[src/rtl/sort3_share_scheduler.sv]
// sort3_share_scheduler
// Time-shares one registered 3-input sorter among NUM_REQ requesters.
// A round-robin arbiter registers the winning triple into the sorter.
// A tag pipe carries the requester ID alongside the sorter latency.
// A credit-protected result FIFO absorbs downstream backpressure.
// Optional feature macro: SORT_SCHED_PRIO0_EN gives requester 0 strict priority.
module sort3_share_scheduler #(
    parameter int DATA_WIDTH   = 8,
    parameter int NUM_REQ      = 4,
    parameter int SORT_LATENCY = 1,
    parameter int FIFO_DEPTH   = 4
) (
    input  logic                               i_clk,
    input  logic                               i_areset,
    input  logic [NUM_REQ-1:0]                 i_req_valid,
    input  logic [NUM_REQ*3*DATA_WIDTH-1:0]    i_req_data,
    output logic [NUM_REQ-1:0]                 o_req_ready,
    output logic [DATA_WIDTH-1:0]              o_sort_in_1,
    output logic [DATA_WIDTH-1:0]              o_sort_in_2,
    output logic [DATA_WIDTH-1:0]              o_sort_in_3,
    input  logic [DATA_WIDTH-1:0]              i_sort_high,
    input  logic [DATA_WIDTH-1:0]              i_sort_med,
    input  logic [DATA_WIDTH-1:0]              i_sort_low,
    output logic                               o_rsp_valid,
    input  logic                               i_rsp_ready,
    output logic [$clog2(NUM_REQ)-1:0]         o_rsp_id,
    output logic [DATA_WIDTH-1:0]              o_rsp_high,
    output logic [DATA_WIDTH-1:0]              o_rsp_med,
    output logic [DATA_WIDTH-1:0]              o_rsp_low
);

    localparam int ID_W     = $clog2(NUM_REQ);
    localparam int PTR_W    = $clog2(FIFO_DEPTH);
    localparam int CNT_W    = PTR_W + 1;
    localparam int TRIPLE_W = 3 * DATA_WIDTH;
    localparam int PIPE_N   = SORT_LATENCY + 1;

    typedef struct packed {
        logic [ID_W-1:0]       id;
        logic [DATA_WIDTH-1:0] high;
        logic [DATA_WIDTH-1:0] med;
        logic [DATA_WIDTH-1:0] low;
    } rsp_t;

    // Arbiter state and decisions
    logic [ID_W-1:0]     last_grant_q, last_grant_d;
    logic [ID_W-1:0]     grant_id;
    logic                grant_found;
    logic                can_issue;
    logic                accept;
    logic [TRIPLE_W-1:0] req_triple [NUM_REQ];
    logic [TRIPLE_W-1:0] granted_triple;
    int                  inflight;

    // Sorter operand registers and tag pipe
    logic [DATA_WIDTH-1:0] sort_in_1_q, sort_in_2_q, sort_in_3_q;
    logic [PIPE_N-1:0]     tag_valid_q;
    logic [ID_W-1:0]       tag_id_q [PIPE_N];

    // Result FIFO
    rsp_t             fifo_mem_q [FIFO_DEPTH];
    rsp_t             fifo_head;
    logic [PTR_W-1:0] wr_ptr_q, wr_ptr_d;
    logic [PTR_W-1:0] rd_ptr_q, rd_ptr_d;
    logic [CNT_W-1:0] fifo_count_q, fifo_count_d;
    logic             push, do_push, pop, full;
    logic             overflow;

    // Unpack the flat request bus into one triple per requester.
    always_comb begin
        for (int k = 0; k < NUM_REQ; k++) begin
            req_triple[k] = i_req_data[k*TRIPLE_W +: TRIPLE_W];
        end
    end

    // Credit: FIFO occupancy plus tags still travelling through the sorter.
    always_comb begin
        // NOTE: every always_comb output gets a default first so no path leaves it unassigned (no latch).
        inflight = 0;
        for (int k = 0; k < PIPE_N; k++) begin
            if (tag_valid_q[k]) inflight = inflight + 1;
        end
        can_issue = !i_areset && ((int'(fifo_count_q) + inflight) < FIFO_DEPTH);
    end

    // Round-robin search starting just after the last granted requester.
    always_comb begin : arb_comb
        int              idx;
        logic [ID_W-1:0] idx_sel;
        idx         = 0;
        idx_sel     = '0;
        grant_found = 1'b0;
        grant_id    = '0;
`ifdef SORT_SCHED_PRIO0_EN
        if (i_req_valid[0]) begin
            grant_found = 1'b1;
            grant_id    = '0;
        end
`endif
        for (int i = 1; i <= NUM_REQ; i++) begin
            idx = int'(last_grant_q) + i;
            if (idx >= NUM_REQ) idx = idx - NUM_REQ;
            idx_sel = idx[ID_W-1:0];
            if (!grant_found && i_req_valid[idx_sel]) begin
                grant_found = 1'b1;
                grant_id    = idx_sel;
            end
        end
    end

    // Accept, one-hot ready and pointer update derived from the arbiter result.
    always_comb begin
        accept         = grant_found && can_issue;
        granted_triple = req_triple[grant_id];
        o_req_ready    = '0;
        if (accept) o_req_ready[grant_id] = 1'b1;
        last_grant_d = last_grant_q;
`ifdef SORT_SCHED_PRIO0_EN
        if (accept && (grant_id != '0)) last_grant_d = grant_id;
`else
        if (accept) last_grant_d = grant_id;
`endif
    end

    // Register the granted operands and advance the tag pipe every cycle.
    always_ff @(posedge i_clk or posedge i_areset) begin
        // NOTE: sequential state uses non-blocking assignments so every register samples pre-edge values.
        if (i_areset) begin
            last_grant_q <= ID_W'(NUM_REQ - 1);
            sort_in_1_q  <= '0;
            sort_in_2_q  <= '0;
            sort_in_3_q  <= '0;
            tag_valid_q  <= '0;
            for (int k = 0; k < PIPE_N; k++) tag_id_q[k] <= '0;
        end else begin
            last_grant_q <= last_grant_d;
            if (accept) begin
                sort_in_1_q <= granted_triple[DATA_WIDTH-1:0];
                sort_in_2_q <= granted_triple[2*DATA_WIDTH-1:DATA_WIDTH];
                sort_in_3_q <= granted_triple[3*DATA_WIDTH-1:2*DATA_WIDTH];
            end
            tag_valid_q <= {tag_valid_q[PIPE_N-2:0], accept};
            tag_id_q[0] <= grant_id;
            for (int k = 1; k < PIPE_N; k++) tag_id_q[k] <= tag_id_q[k-1];
        end
    end

    assign o_sort_in_1 = sort_in_1_q;
    assign o_sort_in_2 = sort_in_2_q;
    assign o_sort_in_3 = sort_in_3_q;

    // FIFO push/pop decisions and next pointer/count values.
    always_comb begin
        push         = tag_valid_q[PIPE_N-1];
        full         = (fifo_count_q == CNT_W'(FIFO_DEPTH));
        overflow     = push && full;
        do_push      = push && !full;
        pop          = o_rsp_valid && i_rsp_ready;
        wr_ptr_d     = do_push ? wr_ptr_q + 1'b1 : wr_ptr_q;
        rd_ptr_d     = pop ? rd_ptr_q + 1'b1 : rd_ptr_q;
        fifo_count_d = fifo_count_q;
        if (do_push && !pop)      fifo_count_d = fifo_count_q + 1'b1;
        else if (!do_push && pop) fifo_count_d = fifo_count_q - 1'b1;
    end

    // Capture sorter results into the FIFO and track its pointers.
    always_ff @(posedge i_clk or posedge i_areset) begin
        if (i_areset) begin
            wr_ptr_q     <= '0;
            rd_ptr_q     <= '0;
            fifo_count_q <= '0;
            // NOTE: the storage is tiny and drives o_rsp_* directly, so it is reset to give defined outputs.
            for (int k = 0; k < FIFO_DEPTH; k++) fifo_mem_q[k] <= '0;
        end else begin
            wr_ptr_q     <= wr_ptr_d;
            rd_ptr_q     <= rd_ptr_d;
            fifo_count_q <= fifo_count_d;
            if (do_push) begin
                fifo_mem_q[wr_ptr_q] <= '{id:   tag_id_q[PIPE_N-1],
                                          high: i_sort_high,
                                          med:  i_sort_med,
                                          low:  i_sort_low};
            end
        end
    end

    assign fifo_head   = fifo_mem_q[rd_ptr_q];
    assign o_rsp_valid = (fifo_count_q != '0);
    assign o_rsp_id    = fifo_head.id;
    assign o_rsp_high  = fifo_head.high;
    assign o_rsp_med   = fifo_head.med;
    assign o_rsp_low   = fifo_head.low;

    // Credit accounting must make a capture into a full FIFO impossible.
    overflow_never : assert property (@(posedge i_clk) disable iff (i_areset) !overflow);

endmodule

[config.mk]
export PLATFORM = sky130hd
export DESIGN_NAME = sort3_share_scheduler
export DESIGN_NICKNAME = d
export VERILOG_FILES = /design/src/rtl/sort3_share_scheduler.sv
export SDC_FILE = /design/constraint.sdc
export NUM_CORES = 1
export LEC_CHECK = 0
export CAP_MARGIN = 20
export CORE_MARGIN = 4
export CORE_UTILIZATION = 35
export DETAILED_ROUTE_END_ITERATION = 10
export PLACE_DENSITY = 0.68
export SYNTH_ARGS = -nofsm -noshare
export SYNTH_HDL_FRONTEND = slang
export SYNTH_SLANG_ARGS = --single-unit
[constraint.sdc]
create_clock -name i_clk -period 4.47 [get_ports i_clk]
set_clock_uncertainty 0.15 [all_clocks]
set_input_delay 0.6705 -clock i_clk [delete_from_list [all_inputs] [get_ports i_clk]]
set_output_delay 0.6705 -clock i_clk [all_outputs]
set_load 0.02 [all_outputs]
==> run_results.csv, run 1 <==
group,metric,value,unit
logic_synthesis,count_leader_synth,"sky130_fd_sc_hd__dfrtp_1",
clock_network,worstSkewPairLatency,0.42,ns
worst_setup_path,rr_endpoint,"fifo_mem_q[86]",
route,wl_per_cell,18.98,microns
route,final_antenna_net_count,0,
worst_hold_path,worstHoldPathType,"register to register",
timing,totalNegativeSetupSlack,0,ns
timing,finalWorstPathRequiredPeriod,3.816,ns
logic_synthesis,synth-warning-count,0,
logic_synthesis,syn-cell-area,6913,sq um
grt,grt_pass1_wl,29130,microns
power_and_ir_drop,clock_power_share,21.4,%
grt,grt-ovfl-total,0,
power_and_ir_drop,total_power,7.214,mW
die,num_io_pins,182,
logic_synthesis,synth_cell_types,47,
cells_and_area,finalNonFillerCells,956,
job,drv_cap,0,
cells_and_area,area_added_between_synthesis_and_finish,38.17,%
logic_synthesis,mapped_avg_cell_area,13.66,sq um
route,vias,4931,
timing,timing_max_transition_violations_final,0,
clock_network,clk_transition_reported_paths,0.06,ns
grt,grt_start_max_net_pins,95,
die,die-width,148.5,microns
die,rows,51,
worst_setup_path,endpoint,"o_req_ready[0]",
route,drt_pass1_iterations,4,
power_and_ir_drop,worst_ir_drop_vdd,0.0002994,V
timing,post-route-period-util,85.36,%
die,die_height,148.5,microns
grt,first_global_vias,5513,
logic_synthesis,synth.ff_latch_count,143,
place,dp.cells,922,
die,initial_util,35.52,%
route,drt-initial-drc-count,150,
die,fp.coreArea,19460,sq um
power_and_ir_drop,power.combinational.fraction,44.4,%
power_and_ir_drop,power_per_cell_area,755.3,nW/um^2
timing,relSlewSlack,35.36,%
timing,setup_ws,0.6545,ns
clock_network,cts-buffers-inserted,17,
grt,grt_antenna_before_repair,0,
cells_and_area,drive_above_1_share,29.09,%
clock_network,ctsRootBufferMaster,"sky130_fd_sc_hd__clkbuf_16",
logic_synthesis,synth_top_cell_by_area,"sky130_fd_sc_hd__dfrtp_1",
logic_synthesis,syn-instance-count,506,
worst_setup_path,critical_path_peak_fanout,27,
worst_setup_path,reg2reg_from,"fifo_count_q[0]",
clock_network,htree_levels,4,
clock_network,postcts_setup_bufs,0,
run_status,status,"finished clean",
place,dpl.hpwl,12690,microns
worst_setup_path,crit_path_start_kind,"input pin",
die,design.die.area,22060,sq um
cells_and_area,antenna_cells,0,
worst_setup_path,timing.reg2reg.setup_slack,2.03,ns
logic_synthesis,synth_nets,641,
logic_synthesis,yosysSeqAreaShare,51.80,%
power_and_ir_drop,power_switching,2.441,mW
timing,fin_hold_ws,0.1964,ns
worst_setup_path,path_class,"input pin to output pin",
cells_and_area,nets,813,
logic_synthesis,postSynth.topFlopCell,"sky130_fd_sc_hd__dfrtp_1",
route,drt-vias-per-instance,5.158,
power_and_ir_drop,power.sequential.fraction,34.2,%
cells_and_area,non_filler_cell_area_final,9552,sq um
cells_and_area,final.fill_count,1677,
route,detail_route.drc_violations,0,
place,globalplace.congestion,0.9048,
power_and_ir_drop,p_int,4.773,mW
clock_network,tritoncts_clock_tree,"yes",
timing,final-setup-viol-count,0,
logic_synthesis,number_of_synthesized_flops_with_an_enable_pin,0,
clock_network,cts_hold_repair.buffers,0,
worst_setup_path,arrival,3.00,ns
grt,grt_use_total,16.94,%
worst_setup_path,r2r.worst_path.cells,5,
logic_synthesis,ys_async_sr_fraction,100.0,%
clock_network,cts-resized-gates,0,
worst_setup_path,worstSetupStartpoint,"i_req_valid[3]",
clock_network,cts.sinks,143,
logic_synthesis,synth_commonest_cells,"sky130_fd_sc_hd__dfrtp_1, sky130_fd_sc_hd__mux2_2, sky130_fd_sc_hd__nor2_1, sky130_fd_sc_hd__nand2_1",
route,routed_wl,18140,microns
place,post-place-ws,0.6608,ns
cells_and_area,final_util,49.08,%
logic_synthesis,netlist.area_leader.share,51.04,%
timing,worst_slew_pin_slew,0.9696,ns
worst_setup_path,cp-end-kind,"output pin",
timing,max_freq,0.2621,GHz
clock_network,number_of_buffers_on_the_longest_clock_path,2,
power_and_ir_drop,power_leakage,3.836,nW
place,place_area,8871,sq um
place,portBuffers,181,
logic_synthesis,post_synth_main_area_contributors,"sky130_fd_sc_hd__dfrtp_1, sky130_fd_sc_hd__mux2_2, sky130_fd_sc_hd__mux4_2",
timing,final_hold_violating_endpoints,0,
worst_setup_path,required,3.65,ns
power_and_ir_drop,switching_share,33.84,%
timing,rsz_0062_raised_after_global_routing,"false",
kinds of logic (layout without fill, tap and decap cells):
group / Yosys count / in the layout / share of synthesized area, %
buffers and inverters: 45 / 230 / 4.090
muxes: 132 / 132 / 25.72
AOI/OAI and AO/OA: 91 / 91 / 10.81
xor gates and xnor gates: 6 / 6 / 0.7602
DFF: 143 / 143 / 51.80
adders and majority gates: 8 / 8 / 1.557
and+or+nand+nor: 81 / 81 / 5.267
cells in the final DEF (no fill, tap or decap), types with 2 or more instances in the layout:
cell,synthesis,routed
sky130_fd_sc_hd__a21oi_1,5,5
sky130_fd_sc_hd__a221oi_1,5,5
sky130_fd_sc_hd__a221oi_2,19,19
sky130_fd_sc_hd__a31oi_1,24,24
sky130_fd_sc_hd__and2_1,2,2
sky130_fd_sc_hd__buf_4,1,5
sky130_fd_sc_hd__bufinv_16,0,5
sky130_fd_sc_hd__clkbuf_1,8,2
sky130_fd_sc_hd__clkbuf_16,0,17
sky130_fd_sc_hd__clkbuf_8,0,2
sky130_fd_sc_hd__clkdlybuf4s50_1,0,181
sky130_fd_sc_hd__clkinv_2,0,4
sky130_fd_sc_hd__clkinv_4,0,2
sky130_fd_sc_hd__dfrtp_1,141,139
sky130_fd_sc_hd__dfrtp_2,0,2
sky130_fd_sc_hd__dfstp_2,2,2
sky130_fd_sc_hd__ha_1,7,7
sky130_fd_sc_hd__inv_1,8,7
sky130_fd_sc_hd__mux2_2,105,105
sky130_fd_sc_hd__mux4_2,26,26
sky130_fd_sc_hd__nand2_1,29,29
sky130_fd_sc_hd__nand2_2,4,4
sky130_fd_sc_hd__nand2b_1,3,3
sky130_fd_sc_hd__nand3_1,2,2
sky130_fd_sc_hd__nor2_1,31,31
sky130_fd_sc_hd__nor3_1,2,2
sky130_fd_sc_hd__o211a_1,2,2
sky130_fd_sc_hd__o21ai_0,26,26
sky130_fd_sc_hd__xnor2_1,4,4
sky130_fd_sc_hd__xor2_1,2,2
how the worst min path moves through the flow:
| stage | from | endpoint | slack (ns) | cells past startpoint |
|---|---|---|---|---|
| floorplan | tag_id_q[2] | tag_id_q[0] | 0.18 | 0 |
| global placement | tag_id_q[3] | tag_id_q[1] | 0.19 | 0 |
| detailed placement | tag_id_q[3] | tag_id_q[1] | 0.19 | 0 |
| CTS | tag_id_q[3] | tag_id_q[1] | 0.20 | 0 |
| global route | tag_id_q[3] | tag_id_q[1] | 0.20 | 0 |
| finish | tag_id_q[3] | tag_id_q[1] | 0.20 | 0 |
power by group through the flow:
stage | Sequential [mW] | Combinational, mW | Clock [mW]
after floorplan | 2.35 | 2.12 | 0
after CTS | 2.48 | 3.25 | 1.59
final | 2.47 | 3.20 | 1.55
after global routing | 2.57 | 3.45 | 1.64
after detailed placement | 2.50 | 3.24 | 0
after global placement | 2.43 | 3.18 | 0
area by class of cell:
cell class	instances	area [sq um]	area share [%]
multi-input cells	318	3049	31.92
flip-flops and latches	143	3583	37.52
clock buffers	21	460.4	4.821
clock inverters	11	187.7	1.965
repair buffers	189	1902	19.91
inverters	9	37.54	0.3930
well taps	265	331.6	3.471
state kept, by name, indices dropped and copies added (netlist names):
| signal | cells |
|---|---|
| fifo_mem_q | 104 |
| o_sort_in_1 | 8 |
| o_sort_in_2 | 8 |
| o_sort_in_3 | 8 |
| tag_id_q | 4 |
| fifo_count_q | 3 |
| last_grant_q | 2 |
| rd_ptr_q | 2 |
| tag_valid_q | 2 |
| wr_ptr_q | 2 |
critical path, stage by stage:
cell                              delay [ns]
sky130_fd_sc_hd__clkdlybuf4s50_1        0.62
sky130_fd_sc_hd__or4_4                  0.59
sky130_fd_sc_hd__nand3_2                0.15
sky130_fd_sc_hd__inv_2                  0.21
sky130_fd_sc_hd__and2_1                 0.21
sky130_fd_sc_hd__clkdlybuf4s50_1        0.53
per-layer routing:
layer / part of all wire (%) / global-route usage, % / vias up
met5: 0 / 0 / -
met4: 3.7 / 7.714 / 0
met3: 7.8 / 6.216 / 36
li1: - / - / 2231
met2: 50 / 28.44 / 214
met1: 39 / 19.33 / 2450
Note: power is estimated with default switching activity, not from simulation.
==> run 2: changes to the inputs <==
CORE_MARGIN = 5   (was 4)
==> run 2 against run 1 <==
  * Sequential cell count unchanged
  * Register-to-register slack better by 0.13 ns
  * Final area down 0.30%
  * Sequential share of layout area up 0.11 points
  * Setup slack worse by 0.19 ns
==> run_results.csv, run 2 (same netlist as run 1, synthesis figures left out) <==
group,metric,value,unit
timing,fin_hold_ws,0.1970,ns
route,drt_pass1_iterations,5,
grt,first_global_vias,5467,
clock_network,ctsRootBufferMaster,"sky130_fd_sc_hd__clkbuf_16",
worst_hold_path,min-delay-start,"tag_id_q[3]",
cells_and_area,non_filler_cell_area_final,9523,sq um
cells_and_area,largest-register,"fifo_mem_q",
route,wl_per_cell,20.25,microns
die,initial_util,35.52,%
cells_and_area,layout.cells.most_common_list,"sky130_fd_sc_hd__clkdlybuf4s50_1, sky130_fd_sc_hd__dfrtp_1, sky130_fd_sc_hd__mux2_2",
grt,grt-ovfl-total,0,
worst_setup_path,critical_path.max_stage_delay,0.72,ns
worst_setup_path,critical_path.cell_chain,"clkdlybuf4s50_1, or4_4, nand3_2, inv_2, and2_1, clkdlybuf4s50_1",
grt,grt_use_total,17.79,%
clock_network,htree_levels,4,
route,vias,4900,
worst_hold_path,worstHoldPathType,"register to register",
die,rows,51,
timing,rsz_0062_raised_after_global_routing,"false",
worst_setup_path,critical_path_peak_fanout,27,
route,routed_wl,19380,microns
clock_network,clk_transition_reported_paths,0.06,ns
worst_setup_path,crit_path_start_kind,"input pin",
power_and_ir_drop,power_leakage,3.822,nW
timing,post-route-period-util,89.65,%
clock_network,tritoncts_clock_tree,"yes",
place,globalplace.congestion,0.9201,
cells_and_area,antenna_cells,0,
timing,totalNegativeSetupSlack,0,ns
worst_setup_path,critPathMostFrequentCell,"sky130_fd_sc_hd__clkdlybuf4s50_1",
cells_and_area,nets,814,
grt,grt_start_max_net_pins,87,
die,die_height,150.5,microns
timing,relSlewSlack,37.40,%
timing,worst_slew_pin_slew,0.9390,ns
run_status,status,"finished clean",
timing,timing_max_transition_violations_final,0,
worst_setup_path,cp-end-kind,"output pin",
timing,final-setup-viol-count,0,
die,die-width,150.5,microns
worst_setup_path,cell_family_with_the_largest_share_of_critical_path_delay,"buffers and inverters",
place,place_area,8874,sq um
worst_setup_path,reg2reg_from,"fifo_count_q[0]",
die,num_io_pins,182,
clock_network,cts-resized-gates,0,
grt,grt_pass1_wl,30530,microns
worst_setup_path,cp_slowest_cell,"sky130_fd_sc_hd__clkdlybuf4s50_1",
clock_network,cts_hold_repair.buffers,0,
clock_network,cts.sinks,143,
route,detail_route.drc_violations,0,
clock_network,number_of_buffers_on_the_longest_clock_path,2,
place,dpl.hpwl,13990,microns
die,design.die.area,22660,sq um
power_and_ir_drop,worst_ir_drop_vdd,0.0002774,V
timing,max_freq,0.2495,GHz
cells_and_area,area_added_between_synthesis_and_finish,37.76,%
power_and_ir_drop,power_per_cell_area,752.5,nW/um^2
worst_setup_path,arrival,3.19,ns
job,drv_cap,0,
route,final_antenna_net_count,0,
timing,setup_ws,0.4625,ns
timing,final_hold_violating_endpoints,0,
worst_setup_path,worstSetupStartpoint,"i_req_valid[3]",
cells_and_area,drive_above_1_share,29.34,%
place,post-place-ws,0.4755,ns
clock_network,postcts_setup_bufs,0,
route,drt-vias-per-instance,5.120,
clock_network,worstSkewPairLatency,0.41,ns
route,drt-initial-drc-count,163,
cells_and_area,largest_reg_flops,104,
worst_setup_path,critPathBufInv,3,
die,fp.coreArea,19460,sq um
cells_and_area,most_common_cell_after_layout_fill_and_taps_aside,"sky130_fd_sc_hd__clkdlybuf4s50_1",
clock_network,cts-buffers-inserted,17,
place,portBuffers,181,
worst_setup_path,required,3.65,ns
timing,finalWorstPathRequiredPeriod,4.008,ns
grt,grt_antenna_before_repair,0,
worst_setup_path,path_class,"input pin to output pin",
power_and_ir_drop,total_power,7.166,mW
==> run 2: cell types whose count changed in the layout (fill, tap and decap cells not counted), sizes merged <==
| cell | before | now |
|---|---|---|
| buf | 8 | 9 |
| clkbuf | 21 | 20 |
| bufinv | 5 | 4 |
| clkinvlp | 1 | 3 |
==> run 2: final timing paths <==
kind                                   endpoint  slack (ns)  cells after the start
worst min-delay path                tag_id_q[1]        0.20                      0
worst max-delay path             o_req_ready[0]        0.46                      6
max in group asynchronous        fifo_mem_q[53]        2.89                      3
min in group asynchronous        o_sort_in_1[6]        0.39                      2
worst max register to register  fifo_count_q[2]        2.16                      8
worst min register to register      tag_id_q[1]        0.20                      0
==> run 2: metal layers <==
layer  vias to the layer above  share of wire [%]  GRT usage (%)
met1                      2432                 37          19.93
li1                       2225                  -              -
met5                         -                  0              0
met3                        34                 10          7.977
met2                       209                 49          29.56
met4                         0                3.0          7.228
==> run 2: where the power goes <==
part | switching [mW] | internal, mW | total (mW) | leakage [nW]
logic | 1.44 | 1.78 | 3.22 | 1.86
clock network | 0.521 | 0.957 | 1.48 | 0.305
registers | 0.501 | 1.97 | 2.47 | 1.66
==> run 2: area by class of cell <==
cell class / instances / area, sq um
inverters: 9 / 37.54
flip-flops and latches: 143 / 3583
well taps: 265 / 331.6
clock inverters: 12 / 165.2
clock buffers: 20 / 456.7
repair buffers: 190 / 1899
multi-input cells: 318 / 3049
fillers: 1768 / 9940
==> run 2: through the flow <==
stage | utilization, % | std cells
floorplan | - | 506
global placement | 45.59 | 924
detailed placement | 45.59 | 924
CTS | 48.79 | 956
global route | 48.93 | 957
finish | 48.93 | 957
==> run 3: changes to the inputs <==
CELL_PAD_IN_SITES_DETAIL_PLACEMENT = 1   (was not set)
CELL_PAD_IN_SITES_GLOBAL_PLACEMENT = 2   (was not set)
CORE_UTILIZATION = 29   (was 35)
PLACE_DENSITY = 0.81   (was 0.68)
==> run 3 against run 2 <==
  * Critical path depth unchanged
  * Power down 0.40%
  * Largest cell class unchanged
  * Cell count grew 5.6%
  * Register-to-register slack got worse by 0.02 ns
  * Die area increased by 19%
  * Setup slack better by 0.20 ns
  * Utilization decreased by 8.2 points
  * Critical path type unchanged
  * Clock power fell by 6%
  * Final area up 0.39%
  * Non-clock buffer count unchanged
  * Critical endpoint is now o_req_ready[2]
==> run_results.csv, run 3 (same netlist as run 1, synthesis figures left out) <==
group,metric,value,unit
run_status,status,"finished clean",
cells_and_area,area_added_between_synthesis_and_finish,38.30,%
clock_network,cts-buffers-inserted,17,
clock_network,worstSkewPairLatency,0.42,ns
cells_and_area,nets,814,
place,portBuffers,181,
route,drt-vias-per-instance,4.942,
grt,grt.met1_usage,18.06,%
grt,grt_use_met2,27.49,%
worst_setup_path,arrival,2.99,ns
timing,fin_hold_ws,0.1926,ns
power_and_ir_drop,power_per_cell_area,746.6,nW/um^2
timing,setup_ws,0.6594,ns
worst_setup_path,cell_family_with_the_largest_share_of_critical_path_delay,"buffers and inverters",
worst_setup_path,critical_path.cell_chain,"clkdlybuf4s50_1, or2_1, a22o_1, a2111o_1, nor2b_1, clkdlybuf4s50_1",
power_and_ir_drop,power_switching,2.564,mW
worst_setup_path,cp_slowest_cell,"sky130_fd_sc_hd__clkdlybuf4s50_1",
power_and_ir_drop,p_int,4.574,mW
clock_network,htree_levels,4,
worst_hold_path,worstHoldPathType,"register to register",
worst_setup_path,rr_endpoint,"fifo_count_q[2]",
power_and_ir_drop,switching_share,35.92,%
worst_hold_path,min-delay-start,"tag_id_q[2]",
worst_setup_path,crit_path_start_kind,"input pin",
clock_network,number_of_buffers_on_the_longest_clock_path,2,
worst_hold_path,hold_path_depth,0,
timing,final_hold_violating_endpoints,0,
grt,grt_antenna_before_repair,0,
clock_network,cts-resized-gates,0,
clock_network,ctsRootBufferMaster,"sky130_fd_sc_hd__clkbuf_16",
worst_setup_path,critical_path_peak_fanout,10,
worst_setup_path,path_class,"input pin to output pin",
timing,post-route-period-util,85.25,%
place,globalplace.congestion,0.8788,
power_and_ir_drop,power_leakage,3.795,nW
cells_and_area,antenna_cells,0,
worst_setup_path,required,3.65,ns
route,final_antenna_net_count,0,
power_and_ir_drop,worst_ir_drop_vdd,0.0003157,V
grt,grt-ovfl-total,0,
grt,first_global_vias,5893,
cells_and_area,final.fill_count,2469,
timing,rsz_0062_raised_after_global_routing,"false",
place,post-place-ws,0.6616,ns
timing,totalNegativeSetupSlack,0,ns
power_and_ir_drop,clock_power_share,19.5,%
route,vias,4996,
timing,finalWorstPathRequiredPeriod,3.811,ns
route,routed_wl,20710,microns
grt,grt_pass1_wl,33080,microns
worst_setup_path,r2r.worst_path.cells,8,
grt,top_usage_layer,"met2",
clock_network,cts.sinks,143,
clock_network,clk_transition_reported_paths,0.06,ns
timing,timing_max_transition_violations_final,0,
place,dpl.hpwl,14880,microns
timing,max_freq,0.2624,GHz
worst_setup_path,timing.reg2reg.setup_slack,2.14,ns
die,num_io_pins,182,
cells_and_area,largest_reg_flops,104,
worst_setup_path,cp-end-kind,"output pin",
worst_hold_path,min_to,"tag_id_q[0]",
timing,relSlewSlack,39.75,%
cells_and_area,drive_above_1_share,29.34,%
grt,grt_use_total,15.98,%
die,initial_util,29.45,%
worst_setup_path,critPathMostFrequentCell,"sky130_fd_sc_hd__clkdlybuf4s50_1",
timing,worst_slew_pin_slew,0.9037,ns
power_and_ir_drop,total_power,7.138,mW
route,drt_pass1_iterations,4,
route,detail_route.drc_violations,0,
grt,grt.met3_usage,7.412,%
worst_setup_path,critical_path.max_stage_delay,0.62,ns
cells_and_area,layout.cells.most_common_list,"sky130_fd_sc_hd__clkdlybuf4s50_1, sky130_fd_sc_hd__dfrtp_1, sky130_fd_sc_hd__mux2_2",
cells_and_area,most_common_cell_after_layout_fill_and_taps_aside,"sky130_fd_sc_hd__clkdlybuf4s50_1",
power_and_ir_drop,power.sequential.fraction,34.4,%
clock_network,postcts_setup_bufs,0,
cells_and_area,largest-register,"fifo_mem_q",
die,die-width,164.4,microns
die,rows,56,
die,design.die.area,27030,sq um
worst_setup_path,critPathBufInv,2,
power_and_ir_drop,power.combinational.fraction,46.1,%
job,drv_cap,0,
clock_network,cts_hold_repair.buffers,0,
clock_network,tritoncts_clock_tree,"yes",
worst_setup_path,reg2reg_from,"fifo_count_q[1]",
grt,grt_start_max_net_pins,144,
die,die_height,164.4,microns
die,fp.coreArea,23470,sq um
route,wl_per_cell,20.48,microns
timing,final-setup-viol-count,0,
route,drt-initial-drc-count,230,
-- run 3: worst reg2reg max path: cells and delay by family, from the launching register on --
family                   cells  cell delay, ns
XOR/XNOR                     2            0.33
adder cells (fa/ha/maj)      2            0.56
buffers and inverters        1            0.06
flip-flops                   1            0.44
AND/OR/NAND/NOR              3            0.72
-- run 3: how the worst max path moves through the flow --
stage	from	end	slack, ns	cells after the start
finish	i_req_valid[1]	o_req_ready[2]	0.66	6
global route	i_req_valid[1]	o_req_ready[2]	0.53	6
CTS	i_req_valid[3]	o_req_ready[0]	0.66	6
detailed placement	i_req_valid[3]	o_req_ready[0]	0.66	6
global placement	i_req_valid[3]	o_req_ready[1]	0.73	6
floorplan	i_req_valid[0]	o_req_ready[2]	1.67	5
-- run 3: metrics by stage --
step / utilization (%) / cells / instance area (sq um)
4_1_cts: 40.73 / 1011 / 9560
3_3_place_gp: 38.15 / 978 / 8954
5_1_grt: 40.73 / 1011 / 9560
3_5_place_dp: 38.26 / 979 / 8981
6_report: 40.73 / 1011 / 9560
2_1_floorplan: - / 506 / 6917
-- run 3: layout make-up --
cell class	instances	area [sq um]	area share, %
tap	319	399.1	4.175
clock inverter	12	122.6	1.283
sequential	143	3583	37.48
timing repair buffer	190	1912	20.00
multi-input combinational	318	3049	31.89
inverter	9	37.54	0.3926
clock buffer	20	456.7	4.777
-- run 3: routing by layer --
metal	wire [microns]	vias up	part of all wire [%]
li1	-	2236	-
met1	7833	2554	38
met2	10470	183	51
met3	2097	23	10
met4	303	0	1.5
met5	0	-	0
-- run 3: power by group through the flow --
stage | combinational, mW | sequential (mW) | clock, mW
floorplan | 2.12 | 2.35 | 0
global placement | 3.27 | 2.39 | 0
detailed placement | 3.36 | 2.48 | 0
CTS | 3.37 | 2.47 | 1.43
global route | 3.55 | 2.54 | 1.49
finish | 3.29 | 2.46 | 1.39
